### src/rtl/ps2_keyboard_rx.sv
// PS/2 keyboard receiver: synchronises and filters the PS/2 lines, deserialises
// device-to-host frames, tracks shift/break/extended state and emits ASCII keypresses.
module ps2_keyboard_rx #(
    parameter int FILTER_LEN     = 8,
    parameter int TIMEOUT_CYCLES = 50000
) (
    input  logic        Clk,
    input  logic        Reset_n,
    input  logic        PS2_CLK,
    input  logic        PS2_DATA,
    output logic        Keypress,
    output logic [15:0] KeyData,
    output logic        FrameError
);

    typedef enum logic [1:0] {IDLE, DATA, PARITY, STOP} state_t;

    localparam int FCW = (FILTER_LEN > 1) ? $clog2(FILTER_LEN) : 1;
    localparam int TCW = $clog2(TIMEOUT_CYCLES + 1);
    localparam logic [FCW-1:0] FILT_MAX = FCW'(FILTER_LEN - 1);
    localparam logic [TCW-1:0] TO_MAX   = TCW'(TIMEOUT_CYCLES);

    logic           clk_meta, clk_sync, data_meta, data_sync;
    logic           clk_filt;
    logic [FCW-1:0] filt_cnt;
    logic           fall;
    logic [TCW-1:0] to_cnt;
    logic           timeout;
    state_t         state, next_state;
    logic [7:0]     shreg;
    logic [2:0]     bit_cnt;
    logic           par_q;
    logic           frame_ok, frame_bad;
    logic           byte_valid;
    logic           shift, break_pending, ext_pending;
    logic [7:0]     ascii;

    // Synchronisers idle high, matching the released PS/2 bus.
    // NOTE: sequential state uses non-blocking (<=) so every flop samples pre-edge values.
    always_ff @(posedge Clk or negedge Reset_n) begin
        if (!Reset_n) begin
            clk_meta  <= 1'b1;
            clk_sync  <= 1'b1;
            data_meta <= 1'b1;
            data_sync <= 1'b1;
        end else begin
            clk_meta  <= PS2_CLK;
            clk_sync  <= clk_meta;
            data_meta <= PS2_DATA;
            data_sync <= data_meta;
        end
    end

    // Filtered clock flips only after FILTER_LEN consecutive differing samples.
    always_ff @(posedge Clk or negedge Reset_n) begin
        if (!Reset_n) begin
            clk_filt <= 1'b1;
            filt_cnt <= '0;
        end else if (clk_sync == clk_filt) begin
            filt_cnt <= '0;
        end else if (filt_cnt == FILT_MAX) begin
            clk_filt <= clk_sync;
            filt_cnt <= '0;
        end else begin
            filt_cnt <= filt_cnt + 1'b1;
        end
    end

    assign fall = clk_filt && !clk_sync && (filt_cnt == FILT_MAX);

    always_ff @(posedge Clk or negedge Reset_n) begin
        if (!Reset_n)                             to_cnt <= '0;
        else if (fall || state == IDLE || timeout) to_cnt <= '0;
        else                                      to_cnt <= to_cnt + 1'b1;
    end

    assign timeout = (state != IDLE) && (to_cnt == TO_MAX);

    always_ff @(posedge Clk or negedge Reset_n) begin
        if (!Reset_n) state <= IDLE;
        else          state <= next_state;
    end

    // NOTE: every always_comb output gets a default first so no latch is inferred.
    always_comb begin
        next_state = state;
        if (timeout) begin
            next_state = IDLE;
        end else if (fall) begin
            case (state)
                IDLE:    if (!data_sync) next_state = DATA;
                DATA:    if (bit_cnt == 3'd7) next_state = PARITY;
                PARITY:  next_state = STOP;
                STOP:    next_state = IDLE;
                default: next_state = IDLE;
            endcase
        end
    end

    always_comb begin
        frame_ok  = 1'b0;
        frame_bad = 1'b0;
        if (timeout) begin
            frame_bad = 1'b1;
        end else if (state == STOP && fall) begin
            if (data_sync && (^{shreg, par_q})) frame_ok  = 1'b1;
            else                                frame_bad = 1'b1;
        end
    end

    always_ff @(posedge Clk or negedge Reset_n) begin
        if (!Reset_n) begin
            shreg   <= '0;
            bit_cnt <= '0;
            par_q   <= 1'b0;
        end else if (fall) begin
            case (state)
                IDLE:   bit_cnt <= '0;
                DATA: begin
                    shreg   <= {data_sync, shreg[7:1]};
                    bit_cnt <= bit_cnt + 1'b1;
                end
                PARITY: par_q <= data_sync;
                default: ;
            endcase
        end
    end

    always_ff @(posedge Clk or negedge Reset_n) begin
        if (!Reset_n) begin
            byte_valid <= 1'b0;
            FrameError <= 1'b0;
        end else begin
            byte_valid <= frame_ok;
            FrameError <= frame_bad;
        end
    end

    function automatic logic [7:0] translate(input logic [7:0] code, input logic shifted);
        logic [7:0] ch;
        logic       letter;
        ch     = 8'h00;
        letter = 1'b1;
        case (code)
            8'h1C: ch = "a";  8'h32: ch = "b";  8'h21: ch = "c";  8'h23: ch = "d";
            8'h24: ch = "e";  8'h2B: ch = "f";  8'h34: ch = "g";  8'h33: ch = "h";
            8'h43: ch = "i";  8'h3B: ch = "j";  8'h42: ch = "k";  8'h4B: ch = "l";
            8'h3A: ch = "m";  8'h31: ch = "n";  8'h44: ch = "o";  8'h4D: ch = "p";
            8'h15: ch = "q";  8'h2D: ch = "r";  8'h1B: ch = "s";  8'h2C: ch = "t";
            8'h3C: ch = "u";  8'h2A: ch = "v";  8'h1D: ch = "w";  8'h22: ch = "x";
            8'h35: ch = "y";  8'h1A: ch = "z";
            default: begin
                letter = 1'b0;
                case (code)
                    8'h45: ch = "0";  8'h16: ch = "1";  8'h1E: ch = "2";  8'h26: ch = "3";
                    8'h25: ch = "4";  8'h2E: ch = "5";  8'h36: ch = "6";  8'h3D: ch = "7";
                    8'h3E: ch = "8";  8'h46: ch = "9";
                    8'h29: ch = 8'h20; 8'h5A: ch = 8'h0A; 8'h66: ch = 8'h08;
                    8'h0D: ch = 8'h09; 8'h76: ch = 8'h1B;
                    default: ch = 8'h00;
                endcase
            end
        endcase
        return (letter && shifted) ? ch - 8'h20 : ch;
    endfunction

    assign ascii = translate(shreg, shift);

    // Timeouts never reach here, so modifier state survives an abandoned frame.
    always_ff @(posedge Clk or negedge Reset_n) begin
        if (!Reset_n) begin
            shift         <= 1'b0;
            break_pending <= 1'b0;
            ext_pending   <= 1'b0;
            Keypress      <= 1'b0;
            KeyData       <= 16'h0000;
        end else begin
            Keypress <= 1'b0;
            if (byte_valid) begin
                case (shreg)
                    8'hE0: ext_pending   <= 1'b1;
                    8'hF0: break_pending <= 1'b1;
                    8'h12, 8'h59: begin
                        shift         <= !break_pending;
                        break_pending <= 1'b0;
                        ext_pending   <= 1'b0;
                    end
                    default: begin
                        if (ext_pending || break_pending) begin
                            break_pending <= 1'b0;
                            ext_pending   <= 1'b0;
                        end else if (ascii != 8'h00) begin
                            Keypress <= 1'b1;
                            KeyData  <= {8'h00, ascii};
                        end
                    end
                endcase
            end
        end
    end

endmodule

### config.mk
export PLATFORM = sky130hd
export DESIGN_NAME = ps2_keyboard_rx
export DESIGN_NICKNAME = d
export VERILOG_FILES = /design/src/rtl/ps2_keyboard_rx.sv
export SDC_FILE = /design/constraint.sdc
export NUM_CORES = 1
export LEC_CHECK = 0
export ABC_AREA = 1
export CELL_PAD_IN_SITES_DETAIL_PLACEMENT = 1
export CELL_PAD_IN_SITES_GLOBAL_PLACEMENT = 1
export CORE_UTILIZATION = 39
export CTS_BUF_LIST = sky130_fd_sc_hd__clkbuf_4 sky130_fd_sc_hd__clkbuf_8 sky130_fd_sc_hd__clkbuf_16
export DETAILED_ROUTE_END_ITERATION = 8
export GPL_TIMING_DRIVEN = 0
export PLACE_DENSITY = 0.73
export SYNTH_ARGS = -nofsm -noshare
export SYNTH_HDL_FRONTEND = slang
export SYNTH_SLANG_ARGS = --single-unit
### constraint.sdc
create_clock -name Clk -period 2.2 [get_ports Clk]
set_clock_uncertainty 0.2 [all_clocks]
set_input_delay 0.44 -clock Clk [delete_from_list [all_inputs] [get_ports Clk]]
set_output_delay 0.44 -clock Clk [all_outputs]
set_load 0.01 [all_outputs]
## Word-level counts from Yosys, hierarchy flattened

Cells that the tools add are included.

| operators by class | value |
|---|---|
| reductions and logical operators | 31 |
| add/sub/neg operators | 4 |
| multiplexer cells | 26 |
| bitwise gates (word level) | 5 |
| equality and inequality tests | 54 |

Operators by type and width:

| kind | number |
|---|---|
| equality test 8 x 6 -> 1 bit, second input constant | 23 |
| one-hot mux 7 bit (26 select lines) | 1 |
| one-hot mux 6 bit (15 select lines) | 1 |
| equality test 8 x 7 -> 1 bit, second input constant | 11 |
| equality test 8 x 5 -> 1 bit, second input constant | 8 |
| OR reduction 26 bit | 1 |
| adder 16 x 1 -> 16 bit, second input constant | 1 |
| equality test 16 bit, second input constant | 1 |
| equality test 8 bit, second input constant | 2 |
| two-way mux 16 bit | 1 |
| two-way mux 1 bit | 12 |
| AND reduction 2 bit | 5 |
| AND reduction 3 bit | 3 |
| parity 9 bit | 1 |
| equality test 8 x 4 -> 1 bit, second input constant | 1 |
| two-way mux 2 bit | 4 |
| two-way mux 8 bit | 1 |
| one-hot mux 2 bit (4 select lines) | 1 |
| nonzero test 8 bit | 1 |
| subtractor 8 x 6 -> 8 bit, second input constant | 1 |
| adder 3 x 1 -> 3 bit, second input constant | 2 |
| equality test 3 bit, second input constant | 2 |
| logical AND 1 bit | 6 |
| two-way mux 3 bit | 2 |
| 15 further kinds | 28 |

| storage, ports and cells | value |
|---|---|
| register bits | 52 |
| bits of input ports | 4 |
| logic and storage cells | 138 |
| output and inout port bits | 18 |

## Depth between registers and ports, before layout

Gate-level depths: netlist (run 1).

| depth | value |
|---|---|
| depth after elaboration | 10 |
| gate-level depth with buffers | 17 |
| gate-level depth less buffers | 15 |

## Least setup slack after synthesis (run 1)

OpenSTA, ideal clock, no wires.

| path | value |
|---|---|
| kind | flip-flop to flip-flop |
| start | reg to_cnt[0] |
| end | reg to_cnt[14] |
| library setup time | 0.123 ns |
| clock period less this slack | 2.041 ns |
| arrival time | 1.718 ns |
| slack | 0.159 ns |
| buffers on the path | 0 |
| required time | 1.877 ns |
| cell stages (with the launch flop) | 13 |
| cells stage by stage | dfrtp_1 > ha_1 > nand2_1 > inv_1 > nand2_1 > nor3_1 > nand2_1 > nor2_1 > nand3_1 > nor3_1 > nand2_1 > o21ai_0 > a21oi_1 |

| between the ends | value |
|---|---|
| longest elaborated chain between the ends | 4 |
| elaborated cells between the ends (all ways) | 5 |
| classes of those cells | add/sub (1); eq/ne (1); mux (1); reduce/logical (2) |

Ends and longest elaborated chain:

| item | RTL line | source |
|---|---|---|
| from (decl) | 27 | `logic [TCW-1:0] to_cnt;` |
| from (signal assigned) | 74 | `else to_cnt <= to_cnt + 1'b1;` |
| parallel branches: the longest is 3 deep, another holds adder 16 x 1 -> 16 bit | n/a |  |
| two-way mux 16 bit * | 73 | `else if (fall \|\| state == IDLE \|\| timeout) to_cnt <= '0;` |

Every way passes the cells marked *.
A chain may end at the register's enable or synchronous reset.

## Final worst setup path (run 1)

| path | value |
|---|---|
| start | reg shreg[4] |
| end | reg KeyData[0] |

| between the ends | value |
|---|---|
| longest elaborated chain between the ends | 7 |
| elaborated cells between the ends (all ways) | 56 |
| classes of those cells | add/sub (1); eq/ne (45); mux (4); bitwise (1); reduce/logical (5) |

Ends and longest elaborated chain:

| item | RTL line | source |
|---|---|---|
| from (decl) | 30 | `logic [7:0] shreg;` |
| from (signal assigned) | 120 | `shreg <= {data_sync, shreg[7:1]};` |
| equality test 8 x 7 -> 1 bit, or another cell as far along | 154 | `case (code)` |
| one-hot mux 6 bit (15 select lines) or OR reduction 26 bit (tied branches) | n/a |  |
| one-hot mux 7 bit (26 select lines) or two-way mux 1 bit (tied branches) | 144 | `case (code)` |
| subtractor 8 x 6 -> 8 bit or logical AND 1 bit (tied branches) | 164 | `return (letter && shifted) ? ch - 8'h20 : ch;` |
| two-way mux 8 bit | 164 |  |
| nonzero test 8 bit | 192 | `end else if (ascii != 8'h00) begin` |
| AND reduction 4 bit (no line) | n/a |  |
| to (signal assigned) | 194 | `KeyData <= {8'h00, ascii};` |
| to (decl) | 12 | `output logic [15:0] KeyData,` |

Several ways; a longest one is shown, not always the timed one.

==> results of run 1 <==
final cells by class:
class | instances | area (um^2)
well taps | 102 | 127.6
flip-flops and latches | 52 | 1315
inverters | 56 | 217.7
fillers | 965 | 3327
plain buffers | 13 | 110.1
clock buffers | 5 | 68.82
repair buffers | 56 | 479.2
multi-input cells | 341 | 2175
clock inverters | 3 | 27.53
synthesized netlist by cell type, drive strengths merged:
cell / instances / area share
o22ai: 1 / 0.0019
nand3b: 1 / 0.0023
a21oi: 11 / 0.017
dfstp: 5 / 0.041
buf: 11 / 0.026
a22oi: 2 / 0.0047
nor2: 76 / 0.095
xnor2: 2 / 0.0054
o21a: 1 / 0.0023
clkbuf: 2 / 0.0023
xor2: 5 / 0.014
dfrtp: 47 / 0.37
nor4: 2 / 0.0039
and3b: 1 / 0.0027
ha: 11 / 0.043
o21bai: 2 / 0.0082
inv: 56 / 0.065
nand4: 10 / 0.021
nand3: 32 / 0.051
o21ai: 25 / 0.039
nand2: 134 / 0.16
nor3b: 2 / 0.0047
a31oi: 1 / 0.0019
conb: 1 / 0.0012
nor3: 13 / 0.020
o211ai: 1 / 0.0023
layer usage:
| layer | share of wire | GRT usage | vias to the layer above |
|---|---|---|---|
| li1 | - | - | 1575 |
| met1 | 0.42 | 0.2530 | 1596 |
| met2 | 0.54 | 0.4295 | 37 |
| met3 | 0.016 | 0.02381 | 17 |
| met4 | 0.023 | 0.06538 | 0 |
| met5 | 0 | 0 | - |
worst min-delay path by stage:
stage,from,endpoint,slack (ns),cells past startpoint
after floorplan,Reset_n,FrameError,-0.06,0
after global placement,clk_meta,clk_sync,0.15,0
after detailed placement,clk_meta,clk_sync,0.15,0
after CTS,data_meta,data_sync,0.17,0
after global routing,data_meta,data_sync,0.17,0
final,data_meta,data_sync,0.17,0
critical path, delay by kind of cell (launching register included):
kind,cells,cell delay [ns]
simple gates,10,0.91
buf+inv,5,0.57
flops,1,0.41
compound gates,1,0.09
flip-flops by register name, indices dropped and copies added (netlist names):
signal and flops:
clk_sync 1, clk_meta 1, data_sync 1, data_meta 1, state 2, filt_cnt 3, ext_pending 1, shift 1
KeyData 8, Keypress 1, shreg 8, FrameError 1, break_pending 1, byte_valid 1, to_cnt 16, par_q 1
bit_cnt 3, clk_filt 1
per-stage QoR:
stage | setup TNS [ns] | worst slack, ns
5_1_grt | -2.047 | -0.2391
4_1_cts | -0.1089 | -0.03535
3_3_place_gp | -55.07 | -1.076
6_report | -0.4531 | -0.08093
3_5_place_dp | -4.250 | -0.2869
2_1_floorplan | 0 | 0.1586
cell families (layout without fill, tap and decap cells):
logic type	Yosys count	count (layout)	share of synthesized area
simple gates	271	271	0.3604
buf+inv	69	133	0.09359
flops	52	52	0.4058
compound gates	44	44	0.07729
fa+ha+maj	11	11	0.04272
xor+xnor	7	7	0.01903
other cells	1	8	0.001164
power by group through the flow:
| stage | Clock [uW] | Sequential, uW | Combinational (uW) |
|---|---|---|---|
| finish | 594 | 1010 | 127 |
| global route | 642 | 1020 | 145 |
| CTS | 609 | 1010 | 127 |
| detailed placement | 0 | 1030 | 123 |
| global placement | 0 | 1030 | 111 |
| floorplan | 0 | 1030 | 77.5 |
cells in the final DEF (no fill, tap or decap), types with 2 or more instances in the layout:
master            n
a21oi_1          11
a22oi_1           2
buf_12            2
buf_4            47
buf_6             5
clkbuf_8          5
clkdlybuf4s50_1  12
conb_1            8
dfrtp_1          41
dfrtp_2           6
dfstp_2           5
ha_1             10
inv_1            41
inv_2            13
nand2_1          86
nand2_2          29
nand2_4          19
nand3_1          17
nand3_2          12
nand3_4           3
nand4_1           9
nor2_1           36
nor2_2           21
nor2_4           19
nor3_1           10
nor3_2            3
o21ai_0          23
o21ai_1           2
xnor2_1           2
xor2_1            5
timing repair:
action | in CTS | in global routing
setup endpoints to repair | 19 | 30
hold buffers | 1 | 0
pin swaps | 28 | 48
endpoints found under the hold margin | 14 | 0
gates cloned | 1 | 0
gates resized for setup | 85 | 84
buffers inserted | 26 | 14
==> results.yml, run 1 <==
global_route:
  grt_overflow_total: 0
  grt_pass1_wl_um: 15500
  antenna_found_initial: 0
  grt_usage: 0.2221
  grt_max_degree: 39
  grt_pass1_vias: 3487
route:
  routedWlPerCell_um: 15.32
  routed-via-count: 3225
  drt-pass1-iter-count: 4
  via_per_inst: 5.135
  route.detailed.drc: 0
  wirelength_um: 9621
  ant_nets: 0
  first_iter_violations: 79
worst_hold_path:
  hold_class: "flip-flop to flip-flop"
clocking:
  cts_tree: "yes"
  clkTransAtPathRegs_ns: 0.11
  cts_max_level: 2
  clk-insertion-delay-late_ns: 0.31
  cts_made_buffers: 5
  clockRootBuffer: "clkbuf_8"
  clk_path_buf_depth: 2
  cts.sinks: 52
setup_path:
  worst_ep_arrival_time_ns: 2.29
  r2r_start: "shreg[4]"
  ff2ff_path_depth: 16
  start_kind: "flip-flop"
  cp.required_ns: 2.21
  r2r_slack_ns: -0.08
  cp_common_cell: "nand2_1"
  max_stage_delay_ns: 0.41
  end_kind: "flip-flop"
  slowest_stage: "dfrtp_1"
  crit_fanout: 5
  startpoint: "shreg[4]"
  r2r-end: "KeyData[0]"
  crit_chain: "buf_6, buf_4, nor2_1, nand2_1, nor2_2, nor2_1, o21ai_0, nor2_2, nand2_2, buf_4, buf_4, nand2_1, nand2_1, inv_1, nand3_2, nand2_1"
  crit_type: "flip-flop to flip-flop"
  crit_path_end: "KeyData[0]"
pwr:
  combPwrFrac: 0.073
  ir_drop_v: 0.0003737
  p_leak_uw: 0.002398
  powerDensity_nw_per_um2: 383.2
  pwr-share-clk: 0.343
  p_seq_frac: 0.584
  netSwitchingPower_uw: 446.1
  internal-power_uw: 1286
  p_total_uw: 1732
  swShare: 0.2575
placed_design:
  dp.cells: 578
  place_congestion: 0.8831
  io_buffer_count: 13
  dp_hpwl_um: 6374
  placed_area_um2: 3521
floorplanning:
  core-area_um2: 7848
  die_h_um: 92.89
  rows: 32
  chipWidth_um: 92.89
  dieArea_um2: 8629
  io_pins: 22
  start_util: 0.4106
logic_synthesis:
  syn_area_um2: 3222
  ys_seq_area_frac: 0.4058
  ys_seq_elements: 52
  syn_inst: 455
  synth.distinct_cells: 34
  post_synth.cell_area_avg_um2: 7.081
  ys_warn_count: 0
layout:
  antenna_cells: 0
  synthToLayoutAreaGrowth_pct: 40.31
  postLayoutCellArea_um2: 4521
  fin_nets: 540
  layout-drive-gt1-share: 0.3821
  post-route-util: 0.5761
  stdcell_count: 628
sta:
  setup_viol: 9
  timing.hold.ws_ns: 0.1661
  max_freq_ghz: 0.4384
  slew_violations: 0
  period_share: 1.037
  rsz0062_at_grt: "true"
  hold_viol: 0
  fin_crit_ns: 2.281
  fin_ws_ns: -0.08093
outcome:
  status: "finished, violations left"
  failed_checks: "setup timing"
job:
  maxCapViolations: 0
No activity file was read; power rests on OpenSTA's default activity.
==> run 2, diff against run 1 <==
Settings changed: CORE_MARGIN set to 2.
==> results.yml, run 2 (same netlist as run 1, synthesis figures left out) <==
route:
  ant_nets: 0
  route.detailed.drc: 0
  via_per_inst: 5.094
  drt-pass1-iter-count: 4
  routed-via-count: 3199
  wirelength_um: 9596
  routedWlPerCell_um: 15.28
  first_iter_violations: 58
sta:
  timing.hold.ws_ns: -0.007386
  hold_viol: 21
  maxSlewHeadroom: 0.5072
  worst_pin_slew_ns: 0.7392
  tns_ns: -0.6504
  fin_crit_ns: 2.340
  period_share: 1.064
  rsz0062_at_grt: "true"
  setup_viol: 8
  max_freq_ghz: 0.4274
  fin_ws_ns: -0.1398
  slew_violations: 0
layout:
  layout-drive-gt1-share: 0.3480
  final_cell_mix: "nand2_1 (93), buf_4 (47), nor2_1 (46)"
  synthToLayoutAreaGrowth_pct: 38.14
  postLayoutCellArea_um2: 4451
  antenna_cells: 0
  fillers: 1027
  final_common_cell: "nand2_1"
  largest_reg_flops: 16
  regMostFlops: "to_cnt"
  reg_top3: "to_cnt: 16 flops, KeyData: 8 flops, shreg: 8 flops"
  fin_nets: 537
clocking:
  clk-insertion-delay-late_ns: 0.31
  hold_buffers: 0
  cts_tree: "yes"
  cts.sinks: 52
  clkTransAtPathRegs_ns: 0.10
  cts_max_level: 2
  clk_path_buf_depth: 2
  clockRootBuffer: "clkbuf_8"
  cts_made_buffers: 5
outcome:
  status: "finished, violations left"
  failed_checks: "hold timing, setup timing"
pwr:
  internal-power_uw: 1453
  pwr-share-clk: 0.388
  powerDensity_nw_per_um2: 416.5
  p_leak_uw: 0.002326
  p_total_uw: 1854
  ir_drop_v: 0.0003123
  combPwrFrac: 0.067
  p_seq_frac: 0.546
  swShare: 0.2160
  netSwitchingPower_uw: 400.4
setup_path:
  crit_fanout: 7
  crit_type: "flip-flop to flip-flop"
  worst_ep_arrival_time_ns: 2.34
  slowest_stage: "dfrtp_2"
  crit_chain: "inv_4, nand2_4, nor2_2, nand2_2, buf_4, nand2_1, nor2_1, nand3_1, nor2_4, inv_1, nor2_4, nand3_4, nand3_1, nand2_1"
  end_kind: "flip-flop"
  cp.required_ns: 2.20
  start_kind: "flip-flop"
  max_stage_delay_ns: 0.47
global_route:
  grt_usage: 0.2095
  grt_overflow_total: 0
  grt_max_degree: 32
  antenna_found_initial: 0
  grt_pass1_wl_um: 14860
  grt_pass1_vias: 3247
floorplanning:
  start_util: 0.3981
  rows: 33
  chipWidth_um: 94.89
  core-area_um2: 8093
  io_pins: 22
  dieArea_um2: 9004
  die_h_um: 94.89
placed_design:
  dp_hpwl_um: 6231
  placed_area_um2: 3532
  io_buffer_count: 13
  place_congestion: 0.9010
job:
  maxCapViolations: 0
worst_hold_path:
  hold_class: "primary input to async pin"
-- run 2: cell type report --
| cell class | count | area [um^2] | area share |
|---|---|---|---|
| Sequential cell | 52 | 1316 | 0.2958 |
| Buffer | 12 | 105.1 | 0.02362 |
| Timing Repair Buffer | 54 | 465.4 | 0.1046 |
| Inverter | 56 | 227.7 | 0.05117 |
| Tap cell | 105 | 131.4 | 0.02952 |
| Clock buffer | 7 | 96.34 | 0.02165 |
| Multi-Input combinational cell | 341 | 2078 | 0.4670 |
| Clock inverter | 1 | 30.03 | 0.006747 |
-- run 2: worst paths after layout --
| kind | to | startpoint | slack (ns) | depth (start not counted) |
|---|---|---|---|---|
| setup reg to reg | KeyData[3] | shreg[3] | -0.14 | 14 |
| min in group Clk | data_sync | data_meta | 0.16 | 0 |
| hold / removal | to_cnt[0] | Reset_n | -0.007 | 1 |
| hold reg to reg | data_sync | data_meta | 0.16 | 0 |
| max in group asynchronous | shreg[6] | Reset_n | 1.23 | 2 |
| setup / recovery | KeyData[3] | shreg[3] | -0.14 | 14 |
-- run 2: power groups by stage --
stage                     logic [uW]  clock network (uW)  registers, uW
after floorplan                 77.5                   0           1030
after global routing             149                 766           1020
after CTS                        124                 741           1010
after detailed placement         124                   0           1030
after global placement           110                   0           1030
final                            123                 719           1010
-- run 2: metrics by stage --
step / utilization / instances / worst slack (ns)
finish: 0.5499 / 628 / -0.1398
global route: 0.5499 / 628 / -0.2331
CTS: 0.5102 / 611 / -0.004622
detailed placement: 0.4365 / 581 / -0.2653
global placement: 0.4337 / 580 / -1.106
floorplan: - / 462 / 0.1586
-- run 2: timing repair --
action	CTS	global route
setup buffers	22	17
resized for setup	88	53
pin swaps	23	39
setup endpoints to repair	20	27
cloned	1	0
-- run 2: routing by layer --
| layer | GRT usage | part of all wire | up-vias |
|---|---|---|---|
| li1 | - | - | 1574 |
| met1 | 0.2508 | 0.42 | 1571 |
| met2 | 0.3729 | 0.54 | 36 |
| met3 | 0.02793 | 0.012 | 18 |
| met4 | 0.09300 | 0.028 | 0 |
| met5 | 0 | 0 | - |
-- run 2: worst max-delay path: cells and delay by family (launching register included) --
kind / cells / cell delay [ns]
and+or+nand+nor: 11 / 1.26
DFF: 1 / 0.47
buffers and inverters: 3 / 0.31
